### src/rtl/sm_conv_pkg.sv
// Shared types and helpers for the bit-serial sign-magnitude to two's-complement converter.
package sm_conv_pkg;

   typedef enum logic [1:0] {
      IDLE  = 2'd0,
      SHIFT = 2'd1,
      DONE  = 2'd2
   } sm_state_t;

   function automatic int cnt_w(input int width);
      return $clog2(width);
   endfunction

endpackage

### src/rtl/sm_to_twos_serial_if.sv
// Valid/ready handshake bundle: magnitude/sign in, two's-complement result out.
interface sm_to_twos_serial_if #(
   parameter int WIDTH = 8
) ();

   logic             in_valid;
   logic             in_ready;
   logic [WIDTH-1:0] in_mag;
   logic             in_sign;
   logic             out_valid;
   logic             out_ready;
   logic [WIDTH-1:0] out_data;
   logic             out_ovf;

   modport master (
      output in_valid, in_mag, in_sign, out_ready,
      input  in_ready, out_valid, out_data, out_ovf
   );

   modport slave (
      input  in_valid, in_mag, in_sign, out_ready,
      output in_ready, out_valid, out_data, out_ovf
   );

endinterface

### src/rtl/sm_to_twos_serial_cell.sv
// One serial complement slice: copy bits until the first 1 has been seen, then invert.
module twos_serial_cell (
   input  logic b,
   input  logic f,
   input  logic sign,
   output logic r,
   output logic f_next
);

   assign r      = sign ? (b ^ f) : b;
   assign f_next = f | b;

endmodule

### src/rtl/sm_to_twos_serial.sv
// Bit-serial sign-magnitude to two's-complement converter, LSB first, one bit per clock.
//
// state | meaning
// IDLE  | in_ready high, waiting for an operand
// SHIFT | converting mag[cnt], result shifted in from the MSB side
// DONE  | out_valid high, result and ovf held until out_ready
module sm_to_twos_serial
   import sm_conv_pkg::*;
#(
   parameter int WIDTH = 8
) (
   input  logic                  clk,
   input  logic                  rst,
   sm_to_twos_serial_if.slave    s,
   output logic                  busy
);

   localparam int CW = cnt_w(WIDTH);
   localparam logic [CW-1:0]    LAST     = CW'(WIDTH - 1);
   localparam logic [WIDTH-1:0] MOST_NEG = {1'b1, {(WIDTH-1){1'b0}}};

   sm_state_t        state;
   logic [CW-1:0]    cnt;
   logic [WIDTH-1:0] mag_q;
   logic             sign_q;
   logic             f;
   logic             r;
   logic             f_next;
   logic             ovf;

   twos_serial_cell u_cell (
      .b      (mag_q[cnt]),
      .f      (f),
      .sign   (sign_q),
      .r      (r),
      .f_next (f_next)
   );

   // Negative operands may reach exactly the most-negative value; positives must keep the MSB clear.
   assign ovf = sign_q ? (mag_q > MOST_NEG) : mag_q[WIDTH-1];

   always_ff @(posedge clk or posedge rst) begin
      if (rst) begin
         state       <= IDLE;
         s.in_ready  <= 1'b1;
         s.out_valid <= 1'b0;
         s.out_data  <= '0;
         s.out_ovf   <= 1'b0;
         busy        <= 1'b0;
         cnt         <= '0;
         f           <= 1'b0;
         mag_q       <= '0;
         sign_q      <= 1'b0;
      end else begin
         unique case (state)
            IDLE: begin
               if (s.in_valid) begin
                  mag_q      <= s.in_mag;
                  sign_q     <= s.in_sign;
                  f          <= 1'b0;
                  cnt        <= '0;
                  s.in_ready <= 1'b0;
                  busy       <= 1'b1;
                  state      <= SHIFT;
               end
            end
            SHIFT: begin
               s.out_data <= {r, s.out_data[WIDTH-1:1]};
               f          <= f_next;
               cnt        <= cnt + 1'b1;
               if (cnt == LAST) begin
                  s.out_ovf   <= ovf;
                  s.out_valid <= 1'b1;
                  busy        <= 1'b0;
                  state       <= DONE;
               end
            end
            DONE: begin
               if (s.out_ready) begin
                  s.out_valid <= 1'b0;
                  s.in_ready  <= 1'b1;
                  state       <= IDLE;
               end
            end
            default: begin
               s.out_valid <= 1'b0;
               s.in_ready  <= 1'b1;
               busy        <= 1'b0;
               state       <= IDLE;
            end
         endcase
      end
   end

endmodule
### src/flat_wrapper.sv
// flat-port wrapper written by rule: the top's interface ports become plain ports
module sm_to_twos_serial_flat import sm_conv_pkg::*;
#(
   parameter int WIDTH = 8
)
  (clk, rst, busy, s_in_valid, s_in_mag, s_in_sign, s_out_ready, s_in_ready, s_out_valid, s_out_data, s_out_ovf);
  sm_to_twos_serial_if #(.WIDTH(WIDTH)) s_i ();
  input  logic clk;
  input  logic rst;
  output logic busy;
  input wire logic [$bits(s_i.in_valid)-1:0] s_in_valid;
  input wire logic [$bits(s_i.in_mag)-1:0] s_in_mag;
  input wire logic [$bits(s_i.in_sign)-1:0] s_in_sign;
  input wire logic [$bits(s_i.out_ready)-1:0] s_out_ready;
  output wire logic [$bits(s_i.in_ready)-1:0] s_in_ready;
  output wire logic [$bits(s_i.out_valid)-1:0] s_out_valid;
  output wire logic [$bits(s_i.out_data)-1:0] s_out_data;
  output wire logic [$bits(s_i.out_ovf)-1:0] s_out_ovf;
  assign s_i.in_valid = s_in_valid;
  assign s_i.in_mag = s_in_mag;
  assign s_i.in_sign = s_in_sign;
  assign s_i.out_ready = s_out_ready;
  assign s_in_ready = s_i.in_ready;
  assign s_out_valid = s_i.out_valid;
  assign s_out_data = s_i.out_data;
  assign s_out_ovf = s_i.out_ovf;
  sm_to_twos_serial #(.WIDTH(WIDTH)) u_core (.clk(clk), .rst(rst), .s(s_i), .busy(busy));
endmodule
### config.mk
export PLATFORM = sky130hd
export DESIGN_NAME = sm_to_twos_serial_flat
export DESIGN_NICKNAME = d
export VERILOG_FILES = /design/src/rtl/sm_conv_pkg.sv /design/src/rtl/sm_to_twos_serial_if.sv /design/src/rtl/sm_to_twos_serial_cell.sv /design/src/rtl/sm_to_twos_serial.sv /design/src/flat_wrapper.sv
export SDC_FILE = /design/constraint.sdc
export NUM_CORES = 1
export LEC_CHECK = 0
export BUFFER_PORTS_ARGS = -buffer_cell sky130_fd_sc_hd__buf_2
export CORE_MARGIN = 1.5
export CORE_UTILIZATION = 47
export DETAILED_ROUTE_END_ITERATION = 6
export GPL_ROUTABILITY_DRIVEN = 0
export PLACE_DENSITY = 0.73
export SLEW_MARGIN = 20
export SYNTH_ARGS = -nofsm -noshare
export SYNTH_HDL_FRONTEND = slang
export SYNTH_HIERARCHICAL = 1
export SYNTH_SLANG_ARGS = --single-unit
export TNS_END_PERCENT = 5
### constraint.sdc
create_clock -name clk -period 2 [get_ports clk]
set_clock_uncertainty 0.15 [all_clocks]
set_input_delay 0.1 -clock clk [delete_from_list [all_inputs] [get_ports clk]]
set_output_delay 0.1 -clock clk [all_outputs]
set_load 0.02 [all_outputs]
==> impl_metrics.toml <==
[run_status]
status = "finished, violations left"
violations = "setup timing"

[detailed_routing]
ant_nets = 0
first_pass_iters = 4
drc_errors = 0
drt-vias-per-instance = 4.874
wire_per_inst_um = 13.04
wl_um = 2374
first_iter_violations = 10
vias = 887

[sta]
tightest_slew_ps = 516.1
period_share_pct = 104.4
setup_violations = 1
rsz0062_at_grt = "yes"
min_period_ps = 2088
maxSlewViolCount = 0
hold_viol_final = 0
fmax_mhz = 478.9
slew_headroom_pct = 65.60
setup_ws_ps = -88.23

[clock_network]
h-tree-depth = 1
numCtsBuffers = 3
clock_latency_ps = 340
cts.sinks = 27
clk_pin_slew_worst_paths_ps = 160
cts_max_path_buffers = 2
ctsRootBufferMaster = "clkbuf_4"
cts_tree = "done"

[finish]
area_growth_pct = 30.51
finalInstanceArea_um2 = 1563
diodes = 0
drive_above_1_share_pct = 36.18
final_nets = 169

[job]
maxCapViolCount = 0

[synthesis]
yosysMostFrequentCell = "nand2_1"
synth.area.mux_share_pct = 15.05
synth_simple_gate_area_share_pct = 16.30
synth-main-ff-cell = "dfrtp_1"
ys_seq_area_share_pct = 56.53
async_flop_share_pct = 100.0
synth_xor_xnor_area_share_pct = 0
synth_cell_types = 23
synth_top_area_share_pct = 54.34
yosys_warnings = 6
synthCells = 106
yosysTopAreaCell = "dfrtp_1"
synth_top_family_by_area = "simple AND/OR/NAND/NOR gates"
synthAdderAreaFrac_pct = 3.135
synthTopCellsByArea = "dfrtp_1 54%, nand2_1 11%, mux2_2 9.4%, mux4_1 4.4%, ha_1 3.1%"
synth_compound_area_share_pct = 5.329
ys_ff_latch = 27
synth_nets = 122
synthTopCellsByCount = "34 x nand2_1, 26 x dfrtp_1, 10 x mux2_2"
postSynthAreaPerCell_um2 = 11.30
synth_area_um2 = 1197
synth_edf_count = 0

[min_path]
hold_path_class = "input port to asynchronous set/reset pin"

[grt]
gr-usage-all-layers_pct = 20.44
overflow = 0
grt_pass1_vias = 875
antenna_found_initial = 0
grt_pass1_wl_um = 3981
grt_max_degree = 28

[pwr]
power_mw = 2.508
p_per_area_nw_per_um2 = 1605
irDropWorstVdd_mv = 0.9959
p_leak_nw = 0.7765

[worst_setup_path]
worst_ep_required_time_ps = 2100
critPathArrivalTime_ps = 2190
crit_fanout = 3
crit_path_end_kind = "register"
start_kind = "register"
critical_path_class = "register to register"

[placed_design]
place_hpwl_um = 1569
dpl_cell_area_um2 = 1403
portBuffers = 24

[die]
fp-row-count = 18
die_h_um = 53.48
dieArea_um2 = 2860
start_util_pct = 49.23
die_x_um = 53.48
fp.coreArea_um2 = 2432
io_pins = 25
-- cell families after synthesis --
kind of cell	count (synthesis)
AND/OR/NAND/NOR	43
flip-flops	27
multiplexers	13
AO/OA/AOI/OAI	11
buffers and inverters	9
adder cells (fa/ha/maj)	3
-- cell usage in the layout (no fill, tap or decap), types with 2 or more instances in the layout --
master,n
nor2_1,2
buf_4,9
dlygate4sd3_1,12
o21ai_0,6
dfrtp_1,26
inv_1,5
mux2_4,2
ha_1,2
mux2_2,9
nand2_1,33
buf_2,24
mux4_2,2
a21oi_1,2
clkbuf_4,3
-- layout make-up --
cell class / instances / area [um^2]
fill: 190 / 869.6
sequential: 27 / 676.9
multi-input combinational: 70 / 488.0
timing repair buffer: 45 / 307.8
tap: 30 / 37.54
clock buffer: 3 / 22.52
inverter: 6 / 22.52
clock inverter: 1 / 7.507
-- metal layers --
metal,up-vias,part of all wire [%],global-route usage [%]
met5,-,0,0
met4,0,3.1,13.68
met3,7,3.4,2.825
met2,24,50,32.10
met1,411,44,25.96
li1,445,-,-
-- flip-flops by register name, summed over array words and instances, names as in the netlist --
signal and cells:
u_core/s.out_valid 1, u_core/mag_q 8, u_core/s.in_ready 1, u_core/cnt 3, u_core/s.out_data 8, u_core/busy 1
u_core/state 2, u_core/sign_q 1, u_core/s.out_ovf 1, u_core/f 1
-- critical path: stages, from the launching register on --
cell and delay (ps):
dfrtp_1 440, mux4_2 510, mux2_4 290, inv_2 70, ha_4 190, mux2_4 260
nand2_2 60, nand2_1 40
-- worst paths after layout --
check	to	depth (start not counted)	start	slack, ps
max	u_core/s.out_data[7]	7	u_core/cnt[0]	-90
min	u_core/s.out_data[2]	4	rst	170
max reg2reg	u_core/s.out_data[7]	7	u_core/cnt[0]	-90
min reg2reg	u_core/s.in_ready	2	u_core/s.in_ready	330
max in group asynchronous	u_core/s.in_ready	4	rst	1230
min in group clk	u_core/s.in_ready	2	u_core/s.in_ready	330
-- repair_timing --
| item | CTS | global route |
|---|---|---|
| buffers inserted | 1 | 0 |
| endpoints found under the hold margin | 40 | 0 |
| resized for setup | 1 | 0 |
| hold buffers | 12 | 0 |
| pin swaps | 0 | 0 |
| setup endpoints to repair | 1 | 1 |
-- where the power goes --
group / total (mW) / internal [mW] / switching (mW)
Combinational: 1.24 / 0.631 / 0.610
Sequential: 1.01 / 0.812 / 0.203
Clock: 0.252 / 0.0769 / 0.175
-- metrics by stage --
| step | cells | setup WS (ps) | hold slack, ps | utilization, % | TNS, ps |
|---|---|---|---|---|---|
| 2_1_floorplan | 106 | -34.96 | 1.974 | - | -34.96 |
| 3_3_place_gp | 165 | -16.41 | 20.34 | 57.66 | -16.41 |
| 3_5_place_dp | 165 | -70.05 | 25.76 | 57.66 | -70.05 |
| 4_1_cts | 182 | -84.64 | 184.0 | 64.25 | -84.64 |
| 5_1_grt | 182 | -177.3 | 234.0 | 64.25 | -177.3 |
| 6_report | 182 | -88.23 | 167.9 | 64.25 | -88.23 |
Note: power is estimated with default switching activity, not from simulation.
